`src/rtl/ooo_pkg.sv`:
```
// Shared types for the out-of-order front end: dispatch FSM states,
// stall reason codes and default sizing taken from the build-wide defines
// ROB_SIZE_WIDTH and FLUSH_RECOVERY_CYCLES.
`ifndef ROB_SIZE_WIDTH
`define ROB_SIZE_WIDTH 4
`endif
`ifndef FLUSH_RECOVERY_CYCLES
`define FLUSH_RECOVERY_CYCLES 2
`endif

package ooo_pkg;

   typedef enum logic [1:0] {
      RUN     = 2'd0,
      STALL   = 2'd1,
      RECOVER = 2'd2
   } dispatch_state_t;

   typedef enum logic [2:0] {
      SR_NONE  = 3'd0,
      SR_FLUSH = 3'd1,
      SR_ROB   = 3'd2,
      SR_REN   = 3'd3,
      SR_RS    = 3'd4
   } stall_reason_t;

   localparam int DEF_ROB_SIZE_WIDTH        = `ROB_SIZE_WIDTH;
   localparam int DEF_FLUSH_RECOVERY_CYCLES = `FLUSH_RECOVERY_CYCLES;

endpackage

```
`src/rtl/dispatch_credit_counter.sv`:
```
// In-flight instruction credit counter: +1 per dispatch, -1 per retire,
// synchronous clear on flush, saturates at zero and at the credit limit,
// and raises a sticky error when a retire arrives with nothing in flight.
module dispatch_credit_counter #(
   parameter int W = 4
) (
   input  logic         clk,
   input  logic         reset,
   input  logic         inc,
   input  logic         dec,
   input  logic         clear,
   output logic [W:0]   cnt,
   output logic         err
);

   localparam logic [W:0] LIMIT = {1'b1, {W{1'b0}}};

   logic [W:0] cnt_next;
   logic       err_next;

   // Next count: clear wins, paired inc/dec cancel, both ends saturate.
   always_comb begin
      cnt_next = cnt;
      err_next = err;
      if (clear) begin
         cnt_next = '0;
      end else if (inc && !dec) begin
         if (cnt != LIMIT) cnt_next = cnt + 1'b1;
      end else if (dec && !inc) begin
         if (cnt != '0) cnt_next = cnt - 1'b1;
      end
      // A retire in a flush cycle is discarded, so it cannot flag an error.
      if (!clear && dec && (cnt == '0)) err_next = 1'b1;
   end

   // Count and sticky error registers.
   always_ff @(posedge clk or posedge reset) begin
      if (reset) begin
         cnt <= '0;
         err <= 1'b0;
      end else begin
         cnt <= cnt_next;
         err <= err_next;
      end
   end

endmodule

```
`src/rtl/dispatch_stall_ctrl.sv`:
```
// Decode-rename issue/stall sequencer. Combinational stall/fetch_hold from
// ROB, rename and RS status plus a RUN/STALL/RECOVER FSM with a fixed
// post-flush recovery window. Optional performance counters are built when
// DISPATCH_PERF_CNT_EN is defined; otherwise the perf_* ports read zero.
module dispatch_stall_ctrl
   import ooo_pkg::*;
#(
   parameter int ROB_SIZE_WIDTH        = DEF_ROB_SIZE_WIDTH,
   parameter int FLUSH_RECOVERY_CYCLES = DEF_FLUSH_RECOVERY_CYCLES,
   parameter int PERF_CNT_WIDTH        = 32
) (
   input  logic                        clk,
   input  logic                        reset,
   input  logic                        dispatch_pending,
   input  logic                        rob_full,
   input  logic                        can_rename,
   input  logic                        rs_full,
   input  logic                        retire_tag_valid,
   input  logic                        flush,
   output logic                        stall,
   output logic                        fetch_hold,
   output logic                        dispatch_fire,
   output stall_reason_t               stall_reason,
   output logic [ROB_SIZE_WIDTH:0]     inflight_cnt,
   output logic                        credit_err,
   output logic [PERF_CNT_WIDTH-1:0]   perf_stall_cyc,
   output logic [PERF_CNT_WIDTH-1:0]   perf_recover_cyc,
   output logic [PERF_CNT_WIDTH-1:0]   perf_issued
);

   localparam int RW = (FLUSH_RECOVERY_CYCLES > 1) ? $clog2(FLUSH_RECOVERY_CYCLES) : 1;
   localparam logic [RW-1:0] RLOAD = RW'(FLUSH_RECOVERY_CYCLES - 1);
   localparam logic [ROB_SIZE_WIDTH:0] LIMIT = {1'b1, {ROB_SIZE_WIDTH{1'b0}}};

   dispatch_state_t state_reg, state_next;
   logic [RW-1:0]   rcnt_reg, rcnt_next;
   logic            credit_full, res_ok, in_recover, stall_int;

   assign credit_full   = (inflight_cnt >= LIMIT);
   assign res_ok        = !rob_full && can_rename && !rs_full && !credit_full;
   assign in_recover    = (state_reg == RECOVER);
   assign stall_int     = in_recover || flush || !res_ok;

   // Reset forces a safe, fully held front end regardless of inputs.
   assign stall         = reset || stall_int;
   assign fetch_hold    = reset || (stall_int && dispatch_pending) || in_recover || flush;
   assign dispatch_fire = !reset && dispatch_pending && !stall_int;

   // Stall reason in priority order: flush/recovery, ROB or credits, rename, RS.
   always_comb begin
      stall_reason = SR_NONE;
      if (reset)                         stall_reason = SR_NONE;
      else if (in_recover || flush)      stall_reason = SR_FLUSH;
      else if (rob_full || credit_full)  stall_reason = SR_ROB;
      else if (!can_rename)              stall_reason = SR_REN;
      else if (rs_full)                  stall_reason = SR_RS;
   end

   // FSM next state and recovery countdown; a flush always (re)starts recovery.
   always_comb begin
      state_next = state_reg;
      rcnt_next  = rcnt_reg;
      if (flush) begin
         state_next = RECOVER;
         rcnt_next  = RLOAD;
      end else begin
         case (state_reg)
            RUN:     if (dispatch_pending && !res_ok) state_next = STALL;
            STALL:   if (res_ok) state_next = RUN;
            RECOVER: begin
               if (rcnt_reg == '0) state_next = RUN;
               else                rcnt_next  = rcnt_reg - 1'b1;
            end
            default: state_next = RUN;
         endcase
      end
   end

   // FSM state and recovery counter registers.
   always_ff @(posedge clk or posedge reset) begin
      if (reset) begin
         state_reg <= RUN;
         rcnt_reg  <= '0;
      end else begin
         state_reg <= state_next;
         rcnt_reg  <= rcnt_next;
      end
   end

   dispatch_credit_counter #(
      .W (ROB_SIZE_WIDTH)
   ) u_credit (
      .clk   (clk),
      .reset (reset),
      .inc   (dispatch_fire),
      .dec   (retire_tag_valid),
      .clear (flush),
      .cnt   (inflight_cnt),
      .err   (credit_err)
   );

`ifdef DISPATCH_PERF_CNT_EN
   // Free-running performance counters, wrapping at their width.
   always_ff @(posedge clk or posedge reset) begin
      if (reset) begin
         perf_stall_cyc   <= '0;
         perf_recover_cyc <= '0;
         perf_issued      <= '0;
      end else begin
         if (dispatch_pending && stall_int) perf_stall_cyc   <= perf_stall_cyc + 1'b1;
         if (in_recover)                    perf_recover_cyc <= perf_recover_cyc + 1'b1;
         if (dispatch_fire)                 perf_issued      <= perf_issued + 1'b1;
      end
   end
`else
   assign perf_stall_cyc   = '0;
   assign perf_recover_cyc = '0;
   assign perf_issued      = '0;
`endif

endmodule

```
`config.mk`:
```
export PLATFORM = sky130hd
export DESIGN_NAME = dispatch_stall_ctrl
export DESIGN_NICKNAME = d
export VERILOG_FILES = /design/src/rtl/ooo_pkg.sv /design/src/rtl/dispatch_credit_counter.sv /design/src/rtl/dispatch_stall_ctrl.sv
export SDC_FILE = /design/constraint.sdc
export NUM_CORES = 1
export LEC_CHECK = 0
export ABC_AREA = 1
export CAP_MARGIN = 20
export CORE_MARGIN = 3
export CORE_UTILIZATION = 65
export CTS_CLUSTER_SIZE = 25
export DETAILED_ROUTE_END_ITERATION = 8
export DONT_BUFFER_PORTS = 1
export HOLD_SLACK_MARGIN = 0.1
export PLACE_DENSITY = 0.78
export SLEW_MARGIN = 0
export SYNTH_ARGS = -nofsm -noshare
export SYNTH_HDL_FRONTEND = slang
export SYNTH_SLANG_ARGS = --single-unit
export TNS_END_PERCENT = 20
```
`constraint.sdc`:
```
create_clock -name clk -period 5 [get_ports clk]
set_clock_uncertainty 0.2 [all_clocks]
set_input_delay 1.5 -clock clk [delete_from_list [all_inputs] [get_ports clk]]
set_output_delay 1.5 -clock clk [all_outputs]
set_load 0.1 [all_outputs]
```
==> impl_results.md <==
* Dpl hpwl at 1698 um
* Nets at between 200 and 250
* Most used DFF post-synth: dfrtp_1
* DRT Wirelength at 1919 um
* Max VDD drop at 428.0 uV
* Area of the core at between 2000 and 2500 sq um
* Hold path startpoint: state_reg[1]$_DFFE_PP0P_
* Drt first pass iters at 2
* Post-route cell area at between 1000 and 1500 sq um
* Setup Viol. Count Final at 0
* Htree depth at 1
* Min Tclk post-route at roughly 4.3 ns
* Initial antenna violation count at 0
* Flip-flop count of the largest register after layout at 5
* Post-CTS setup buffers at 0
* Unrepaired setup endpoints after global routing: false
* Area contributors post-synth: buf_4 (51%), dfrtp_1 (16%), nand2_1 (5.1%)
* Setup TNS at 0 ns
* Fraction of layout cells with a size suffix above 1 at between 10% and 20%
* Pwr Density at roughly 700 nW/um^2
* Synth Area in XOR/XNOR at under 10%
* Async set or reset register ratio after synthesis at between 90% and 100%
* Hold Vio Cnt, Final at 0
* ANT cells at 0
* Max-Cap Viols at 0
* DR iter-0 viols at 1
* Number of library cell types mapped by synthesis at 27
* Achievable Freq at 0.2342 GHz
* Part of the cycle the worst path needs at about 85%
* Starting Density at 69.94%
* Grt ovf at 0
* Clock latency at the later pin of the worst-skew pair at about 0.26 ns
* Status: finished, final reports clean
* Post-synthesis mux area share at 0%
* Main combinational cell family by area after synthesis: buffers and inverters
* Leak at a little under 0.7 nW
* Post-cts sizing count at 0
* Crit Path Category: input port to primary output
* Synth cell count leaders: buf_4 (96), nand2_1 (19), inv_1 (13)
* EDFF count, synth at 0
* Slew Limit Fails at 0
* Post-synthesis adder-cell area fraction at under 10%
* Via Count at 823
* HP Class: register to register
* Via-to-Cell Ratio at 3.724
* Synth Area in Compound Gates at about 5.6%
* Total GRT Usage at 12.14%
* Worst-Margin Slew at between 1 and 1.5 ns
* Yosys Warn Count at 0
* Largest net degree at the start of global routing at 11
* TritonCTS clock tree: done
* GPL Wtd Cong at around 0.8
* WP data arrival at ~2.6 ns
* Most common cell in the synthesized netlist: buf_4
* Worst Setup Start Kind: input port
* Register bit count reported by yosys at 9
* Critical path endpoint category: primary output
* Sequential share of the synthesized area at 16.09%
* Avg Inst Size Synth at ~7.6 sq um
* Io pins at between 100 and 150
* Area grow syn2layout at -16.17%
* Reg clk slew, reported paths at ~0.06 ns
* Mapped cell area at about 1400 sq um
* Area share of the largest cell type after synthesis at between 50% and 60%
* Wirelength per Cell at just under 9 um
* Relative slew slack at between 20% and 30%
* Routed Antenna Nets at 0
* Worst R2R Start: u_credit.cnt[0]$_DFFE_PP0P_
* DRC at 0
* Synth Instances at around 180
* Row cnt at 16
* Worst Path Required at roughly 3.3 ns
* Clk buf depth at 2
* DP Area at between 1000 and 1500 sq um
* Die H at between 50 and 60 um
* Post-Synth Simple-Gate Area at between 10% and 20%
* First-pass GRT wire length at between 2000 and 3000 um
* Synth area leader: buf_4
* Vias in the first global route at 574
* CP startpoint: rs_full
* Root buf cell: clkbuf_4
* IO buf count at 0
* Total CTS buffers at 3
* Maximum fanout along the worst path at 4
* Die Span X at between 50 and 60 um
* Clock sink count at 9
* Hold-fix buffers, CTS at 0
* Die ar. at between 2000 and 3000 sq um
==> per-layer routing <==
metal | share of wire [%] | vias to the layer above | routed length, um | GRT usage, %
met2 | 46 | 67 | 886 | 20.66
li1 | - | 404 | - | -
met1 | 35 | 348 | 674 | 14.04
met4 | 0.68 | 0 | 13 | 3.830
met3 | 18 | 4 | 344 | 4.274
met5 | 0 | - | 0 | 0
==> per-stage QoR <==
stage / setup slack, ns / total power, W / hold WS, ns / utilization [%] / std cells
after floorplan: -0.1473 / 0.0007818 / 0.2160 / - / 279
after global placement: 0.7340 / 0.0007576 / 0.2386 / 57.25 / 217
after detailed placement: 0.7250 / 0.0007618 / 0.2413 / 57.25 / 217
after CTS: 0.7218 / 0.0008207 / 0.2493 / 58.63 / 221
after global routing: 0.6893 / 0.0008570 / 0.2589 / 58.63 / 221
final: 0.7309 / 0.0008172 / 0.2485 / 58.63 / 221
==> area by class of cell <==
| cell class | count | area, sq um |
|---|---|---|
| Inverter | 14 | 52.55 |
| Clock inverter | 1 | 5.005 |
| Multi-Input combinational cell | 160 | 782.0 |
| Clock buffer | 3 | 22.52 |
| Tap cell | 27 | 33.78 |
| Fill cell | 209 | 828.3 |
| Sequential cell | 9 | 225.2 |
| Timing Repair Buffer | 7 | 52.55 |
==> critical path: stages <==
cell and delay, ns:
inv_1 0.04, nand3_4 0.12, inv_1 0.07, o21bai_2 0.83
==> power breakdown <==
| group | total, W | switching [W] | internal, W |
|---|---|---|---|
| Combinational | 0.000515 | 0.000441 | 0.0000740 |
| Clock | 0.0000574 | 0.0000279 | 0.0000295 |
| Sequential | 0.000245 | 0.000153 | 0.0000916 |
==> final timing paths <==
| kind | endpoint | slack (ns) | depth (start not counted) |
|---|---|---|---|
| max in group asynchronous | rcnt_reg$_DFFE_PP0P_ | 3.54 | 2 |
| setup reg to reg | u_credit.cnt[4]$_DFFE_PP0P_ | 2.34 | 9 |
| hold reg to reg | state_reg[0]$_DFFE_PP0P_ | 0.25 | 1 |
| hold / removal | state_reg[0]$_DFFE_PP0P_ | 0.25 | 1 |
| setup / recovery | fetch_hold | 0.73 | 4 |
| min in group asynchronous | u_credit.cnt[4]$_DFFE_PP0P_ | 0.92 | 2 |
==> placed cells by master (no fill, tap or decap), drive strengths merged <==
| master | n |
|---|---|
| a2111oi | 1 |
| a21o | 1 |
| a21oi | 4 |
| buf | 7 |
| clkbuf | 3 |
| clkinv | 1 |
| conb | 96 |
| dfrtp | 9 |
| fa | 1 |
| ha | 3 |
| inv | 14 |
| nand2 | 21 |
| nand3 | 12 |
| nand3b | 1 |
| nor2 | 7 |
| nor3 | 2 |
| o21ai | 7 |
| o21bai | 1 |
| or2 | 1 |
| xnor2 | 1 |
| xor2 | 1 |
==> logic make-up (layout without fill, tap and decap cells) <==
logic type / count (synthesis) / count (layout)
AOI/OAI and AO/OA: 14 / 14
other: 1 / 96
DFF: 9 / 9
adders and majority gates: 4 / 4
buffers and inverters: 110 / 25
and+or+nand+nor: 44 / 44
xor gates and xnor gates: 2 / 2
No activity file was read; power rests on OpenSTA's default activity.
